===== src/rtl/calc_input_sequencer.sv =====
`default_nettype none
// ============================================================================
// Module   : calc_input_sequencer
// Purpose  : Front-end control stage of the calculator. Captures operand A,
//            operand B and an opcode from the switch bank on successive ENTER
//            presses, holds them on the ALU inputs, samples the ALU result in
//            a one-cycle EXEC state and presents it until the next operation.
// Ports    : clk, reset        - clock, synchronous active-high reset
//            sw                - switch bank (operand value or opcode)
//            btn_enter/clear   - raw buttons, asynchronous to clk
//            alu_result/carry  - combinational result from the ALU mux
//            alu_a/b/op        - operand and opcode registers driving the ALU
//            result/carry_out  - registered ALU result and carry
//            done              - high while the result is valid (SHOW)
//            state_out         - current state code for LEDs/debug
// Options  : CALC_DEBOUNCE_EN  - when defined, ENTER is debounced for
//                                DEBOUNCE_CYCLES stable cycles before the
//                                edge detector.
// Revision : 1.0  initial release
// ============================================================================
module calc_input_sequencer #(
  parameter int WIDTH           = 8,
  parameter int OPW             = 3,
  parameter int DEBOUNCE_CYCLES = 16
) (
  input  logic             clk,
  input  logic             reset,
  input  logic [WIDTH-1:0] sw,
  input  logic             btn_enter,
  input  logic             btn_clear,
  input  logic [WIDTH-1:0] alu_result,
  input  logic             alu_carry,
  output logic [WIDTH-1:0] alu_a,
  output logic [WIDTH-1:0] alu_b,
  output logic [OPW-1:0]   alu_op,
  output logic [WIDTH-1:0] result,
  output logic             carry_out,
  output logic             done,
  output logic [2:0]       state_out
);

  typedef enum logic [2:0] {
    S_GET_A  = 3'd0,
    S_GET_B  = 3'd1,
    S_GET_OP = 3'd2,
    S_EXEC   = 3'd3,
    S_SHOW   = 3'd4
  } state_t;

  state_t r_state;
  state_t w_state_next;

  // --------------------------------------------------------------------------
  // Button synchronizers
  // --------------------------------------------------------------------------
  logic r_enter_sync1, r_enter_sync2;
  logic r_clear_sync1, r_clear_sync2;

  always_ff @(posedge clk) begin
    if (reset) begin
      r_enter_sync1 <= 1'b0;
      r_enter_sync2 <= 1'b0;
      r_clear_sync1 <= 1'b0;
      r_clear_sync2 <= 1'b0;
    end else begin
      r_enter_sync1 <= btn_enter;
      r_enter_sync2 <= r_enter_sync1;
      r_clear_sync1 <= btn_clear;
      r_clear_sync2 <= r_clear_sync1;
    end
  end

  // CLEAR is level-sensitive: no edge detection, no debounce.
  logic w_clear;
  assign w_clear = r_clear_sync2;

  // --------------------------------------------------------------------------
  // ENTER conditioning: optional debounce, then rising-edge detect
  // --------------------------------------------------------------------------
  logic w_enter_level;

`ifdef CALC_DEBOUNCE_EN
  localparam int c_cnt_w = $clog2(DEBOUNCE_CYCLES + 1);
  localparam logic [c_cnt_w-1:0] c_cnt_max = c_cnt_w'(DEBOUNCE_CYCLES - 1);

  logic [c_cnt_w-1:0] r_db_cnt;
  logic               r_db;

  // The debounced level only follows the synced input after it has differed
  // from it for DEBOUNCE_CYCLES consecutive cycles; any agreement restarts.
  always_ff @(posedge clk) begin
    if (reset) begin
      r_db_cnt <= '0;
      r_db     <= 1'b0;
    end else if (r_enter_sync2 == r_db) begin
      r_db_cnt <= '0;
    end else if (r_db_cnt == c_cnt_max) begin
      r_db     <= ~r_db;
      r_db_cnt <= '0;
    end else begin
      r_db_cnt <= r_db_cnt + 1'b1;
    end
  end

  assign w_enter_level = r_db;
`else
  assign w_enter_level = r_enter_sync2;
`endif

  logic r_enter_prev;
  logic w_enter_pulse;

  always_ff @(posedge clk) begin
    if (reset) begin
      r_enter_prev <= 1'b0;
    end else begin
      r_enter_prev <= w_enter_level;
    end
  end

  // One pulse per press regardless of how long the button is held.
  assign w_enter_pulse = w_enter_level & ~r_enter_prev;

  // --------------------------------------------------------------------------
  // Control FSM
  // --------------------------------------------------------------------------
  always_ff @(posedge clk) begin
    if (reset) begin
      r_state <= S_GET_A;
    end else begin
      r_state <= w_state_next;
    end
  end

  always_comb begin
    w_state_next = r_state;
    if (w_clear) begin
      w_state_next = S_GET_A;
    end else begin
      case (r_state)
        S_GET_A:  if (w_enter_pulse) w_state_next = S_GET_B;
        S_GET_B:  if (w_enter_pulse) w_state_next = S_GET_OP;
        S_GET_OP: if (w_enter_pulse) w_state_next = S_EXEC;
        S_EXEC:   w_state_next = S_SHOW;
        // Chained entry: the press in SHOW is already operand A.
        S_SHOW:   if (w_enter_pulse) w_state_next = S_GET_B;
        default:  w_state_next = S_GET_A;
      endcase
    end
  end

  // --------------------------------------------------------------------------
  // Operand, opcode and result registers
  // --------------------------------------------------------------------------
  always_ff @(posedge clk) begin
    if (reset || w_clear) begin
      alu_a     <= '0;
      alu_b     <= '0;
      alu_op    <= '0;
      result    <= '0;
      carry_out <= 1'b0;
      done      <= 1'b0;
    end else begin
      case (r_state)
        S_GET_A: begin
          if (w_enter_pulse) alu_a <= sw;
        end
        S_GET_B: begin
          if (w_enter_pulse) alu_b <= sw;
        end
        S_GET_OP: begin
          if (w_enter_pulse) alu_op <= sw[OPW-1:0];
        end
        S_EXEC: begin
          // Operands have been stable for at least one full cycle here.
          result    <= alu_result;
          carry_out <= alu_carry;
          done      <= 1'b1;
        end
        S_SHOW: begin
          if (w_enter_pulse) begin
            alu_a <= sw;
            done  <= 1'b0;
          end
        end
        default: begin
          done <= 1'b0;
        end
      endcase
    end
  end

  assign state_out = r_state;

endmodule
`default_nettype wire

===== config.mk =====
export PLATFORM = sky130hd
export DESIGN_NAME = calc_input_sequencer
export DESIGN_NICKNAME = d
export VERILOG_FILES = /design/src/rtl/calc_input_sequencer.sv
export SDC_FILE = /design/constraint.sdc
export NUM_CORES = 1
export LEC_CHECK = 0
export ABC_CLOCK_PERIOD_IN_PS = 1900
export CORE_MARGIN = 5
export CORE_UTILIZATION = 42
export DETAILED_ROUTE_END_ITERATION = 10
export GPL_TIMING_DRIVEN = 0
export PLACE_DENSITY = 0.77
export SYNTH_ARGS = -nofsm -noshare
export SYNTH_HDL_FRONTEND = slang
export SYNTH_SLANG_ARGS = --single-unit

===== constraint.sdc =====
create_clock -name clk -period 1.9 [get_ports clk]
set_input_delay 0.475 -clock clk [delete_from_list [all_inputs] [get_ports clk]]
set_output_delay 0.475 -clock clk [all_outputs]
set_load 0.1 [all_outputs]

* Word-level counts from Yosys, hierarchy flattened
Cells that the tools add are included.
Storage, ports and cells: output and inout port bits 32, memories 0, bits in latches 0, bits in writable memories 0, bits in read-only memories 0, bits in registers 37
Cells by class: div/mod/pow operators 0, mux-type cells 6, reductions and logical operators 10, add/sub/neg operators 0, bitwise operators 3, shifts and indexed selects 0, $lt $le $gt $ge 0, $mul 0, equal/unequal tests 8
Operator list (count):
- $pmux 3 s4 | 1
- $mux 3 | 3
- $reduce_and 2->1 | 4
- $eq 3x2->1 const B | 2
- $ne 2x2->1 const B | 3
- $reduce_or 2->1 | 2
- $eq 3x1->1 const B | 1
- $eq 3x3->1 const B | 1
- $logic_not 3->1 | 1
- $pmux 1 s3 | 1
- $reduce_and 3->1 | 1
- $reduce_or 3->1 | 1
- $ne 2x1->1 const B | 1
- $not 1->1 | 2
- $and 1x1->1 | 1
- $logic_or 1x1->1 | 1
- $mux 1 | 1

* Logic depth before layout (Yosys ltp)
depth after elaboration 4, mapped depth 5, gate-level depth less buffers 3

* Least setup slack after synthesis
Ideal clock, no wire load.
kind reg2reg, start point register r_state[0], in the netlist state_out[0], end point register alu_b[3], path buffers 2, stages on the path, launching flop included 6, arrival time 1962 ps, data required time 1778 ps, clock period less this slack 2083 ps, slack -183 ps, library setup time 122 ps, path through dfxtp_1 buf_2 nand4bb_4 or2_2 buf_2 mux2i_1
On the way: cells in the longest elaborated chain, start to end 2
RTL lines:
- start: declaration | RTL line 50 | state_t r_state;
- start signal: assignment | RTL line 131 | r_state <= w_state_next;
- $eq 3x1->1 | RTL line 164 | case (r_state)
- $reduce_and 2->1 (no line)
- end signal: assignment | RTL line 169 | if (w_enter_pulse) alu_b <= sw;
- end: declaration | RTL line 34 | output logic [WIDTH-1:0] alu_b,
No other way between the ends. A chain may end at the register's enable or synchronous reset.

* Final worst setup path
start point register r_state[2], in the netlist state_out[2], end point output state_out[2]
RTL lines:
- end: declaration | RTL line 39 | output logic [2:0] state_out
No word-level cell between the ends.

==> flow_summary.json <==
{
  "finalMaxSlewViolations": 0,
  "synth-compound-area-share_pct": 11.2,
  "synth_area_per_cell_um2": 8.89,
  "dp_hpwl_um": 2530,
  "p_total_mw": 1.36,
  "fin_tns_setup_ns": 0,
  "routed_wl_um": 3260,
  "synth_top_family_by_area": "simple AND/OR/NAND/NOR gates",
  "antenna_found_initial": 0,
  "first_global_vias": 1236,
  "num_rows": 20,
  "synth_top_cell_by_area": "dfxtp_1",
  "cts_tree": "built",
  "status": "complete, no violations",
  "clock_power_share_pct": 27.8,
  "post_cts_buffers": 0,
  "post-synth-top-count-cell": "nand2_1",
  "synth_commonest_cells": "nand2_1, dfxtp_1, a21oi_1",
  "cp_max_fo": 4,
  "synth.distinct_cells": 23,
  "viasPerCell": 4.82,
  "irDropWorstVdd_mv": 0.540,
  "place.gp.congestion": 0.710,
  "wire_per_inst_um": 12.6,
  "max_cap_viol_count": 0,
  "pwr-share-seq_pct": 58.7,
  "ys_seq_area_share_pct": 53.8,
  "switching_share_pct": 25.9,
  "cp.required_ns": 1.42,
  "synth_warnings": 0,
  "grt-ovfl-total": 0,
  "synth_seq_cells": 37,
  "rsz0062_at_grt": "false",
  "finalNetCount": 235,
  "grt_max_degree": 11,
  "cts.path.max_buffers": 2,
  "dieWidth_um": 67.3,
  "synth_area_mm2": 0.00138,
  "dieHeight_um": 67.3,
  "seq_area_um2": 743,
  "core_area_mm2": 0.00310,
  "ioPinCount": 53,
  "portBuffers": 52,
  "cpLargestDelayFamily": "buffers and inverters",
  "area_growth_pct": 48.5,
  "first_iter_violations": 58,
  "h-tree-depth": 2,
  "fill_cells": 270,
  "synth_top_area_share_pct": 53.8,
  "final_antenna_net_count": 0,
  "cts-buffers-inserted": 5,
  "ys.flop_type": "dfxtp_1",
  "setup_slack_ns": 0.117,
  "placed_area_mm2": 0.00196,
  "cp-end-kind": "output pin",
  "synth_enable_flop_cells": 0,
  "initial_core_util_pct": 44.4,
  "hp-class": "reg -> reg",
  "clock-sinks": 37,
  "worst_slew_pin_slew_ns": 0.727,
  "crit_type": "reg -> out",
  "p_leak_nw": 0.748,
  "place_ws_ns": -0.299,
  "setup_violations": 0,
  "yosys-mux-area-fraction_pct": 5.81,
  "firstDrtPassIters": 4,
  "comb_power_share_pct": 13.5,
  "synthArstFlopShare_pct": 0,
  "hold_buffers": 0,
  "hold_viol": 0,
  "cp_num_buf_inv": 1,
  "ys_top_cells_by_area": "dfxtp_1, nand2_1, a21oi_1, mux2i_1, nor2b_1",
  "max_slew_margin_pct": 51.4,
  "cp_cell_sequence": "clkdlybuf4s15_2",
  "synthCells": 155,
  "startpoint_type": "register",
  "final_layout_size_suffix_gt1_share_pct": 22.8,
  "pwr_density_cell_mw_per_mm2": 663,
  "path_clk_slew_ns": 0.10,
  "cp.arrival_ns": 1.31,
  "drc": 0,
  "p_int_mw": 1.00,
  "clk_latency_ns": 0.33,
  "finClkSkew_ns": 0.00622,
  "synth_fa_ha_area_share_pct": 0,
  "fmax_mhz": 561,
  "synthSimpleGateAreaFrac_pct": 25.9,
  "fin_crit_sh_pct": 93.8,
  "fin_crit_ns": 1.78,
  "grt_usage_pct": 16.2,
  "vias": 1249,
  "root_buffer": "clkbuf_4",
  "antenna_cells": 0,
  "p_sw_mw": 0.351,
  "fin_area_mm2": 0.00205,
  "slowest_delay_ns": 0.58,
  "slowest_stage": "clkdlybuf4s15_2",
  "synth-xor-area-share_pct": 0,
  "multi_input_area_um2": 591,
  "dieArea_mm2": 0.00453,
  "grt_pass1_wl_um": 5480,
  "syn_nets": 176
}
==> layout by cell type, fill, tap and decap left out <==
master	n
or4b_1	2
and3b_1	1
nand3_1	1
o31a_1	1
clkbuf_4	5
or2_2	2
nor4b_2	1
dfxtp_2	2
o21ai_0	4
clkbuf_2	1
nor3_1	1
a21oi_1	19
nand2b_1	1
a211oi_1	1
clkbuf_1	9
clkdlybuf4s50_1	20
nand4bb_4	1
dfxtp_1	35
nor4bb_1	1
nand2_1	51
clkdlybuf4s15_2	32
nor2b_1	5
nand3b_1	1
nand2b_2	1
mux2i_1	8
o211ai_1	3
nor2_1	2
buf_2	4
==> through the flow <==
stage	hold slack, ns	utilization [%]	std cells
floorplan	0.414	-	155
global placement	0.419	63.0	251
detailed placement	0.437	63.0	251
CTS	0.460	65.9	259
global route	0.475	65.9	259
finish	0.458	65.9	259
==> path summary, 6_finish.rpt <==
path | cells past startpoint | startpoint | slack (ns) | end
worst min-delay path | 1 | r_enter_sync1$_SDFF_PP0_ | 0.46 | r_enter_sync2$_SDFF_PP0_
worst max-delay path | 1 | state_out[2]$_SDFFE_PP0P_ | 0.12 | state_out[2]
worst max register to register | 4 | state_out[0]$_SDFFE_PP0P_ | 0.37 | alu_a[4]$_SDFFE_PP0P_
worst min register to register | 1 | r_enter_sync1$_SDFF_PP0_ | 0.46 | r_enter_sync2$_SDFF_PP0_
==> cell families after synthesis <==
group | Yosys count
buffers and inverters | 11
DFF | 37
AOI/OAI and AO/OA | 28
and+or+nand+nor | 71
muxes | 8
==> cell type report <==
class                   count  share of cell area [%]
plain buffers              11                    2.32
clock buffers               8                    2.39
multi-input cells         107                    28.9
flip-flops and latches     37                    36.3
well taps                  44                    2.69
repair buffers             52                    27.4
==> layer usage <==
metal | vias up | share of wire [%] | global-route usage (%) | wire (um)
li1 | 643 | - | - | -
met1 | 557 | 40 | 16.8 | 1310
met2 | 45 | 48 | 28.3 | 1570
met3 | 4 | 11 | 9.15 | 364
met4 | 0 | 0.67 | 3.80 | 22
met5 | - | 0 | 0 | 0
==> flip-flops by register name, indices dropped and copies added (netlist names) <==
register and cells:
alu_a 8, carry_out 1, r_enter_sync2 1, alu_op 3, state_out 3, r_clear_sync1 1
result 8, alu_b 8, r_enter_sync1 1, r_clear_sync2 1, r_enter_prev 1, done 1
==> power by group through the flow <==
stage	clock network, mW	registers (mW)	logic, mW
2_1_floorplan	0	0.873	0.0501
3_3_place_gp	0	0.813	0.183
3_5_place_dp	0	0.813	0.186
4_1_cts	0.392	0.796	0.184
5_1_grt	0.442	0.798	0.195
6_report	0.377	0.795	0.183
==> repair_timing <==
action,CTS,global route
cloned,0,0
endpoints found under the setup margin,32,10
resized for setup,96,2
Note: power is estimated with default switching activity, not from simulation.
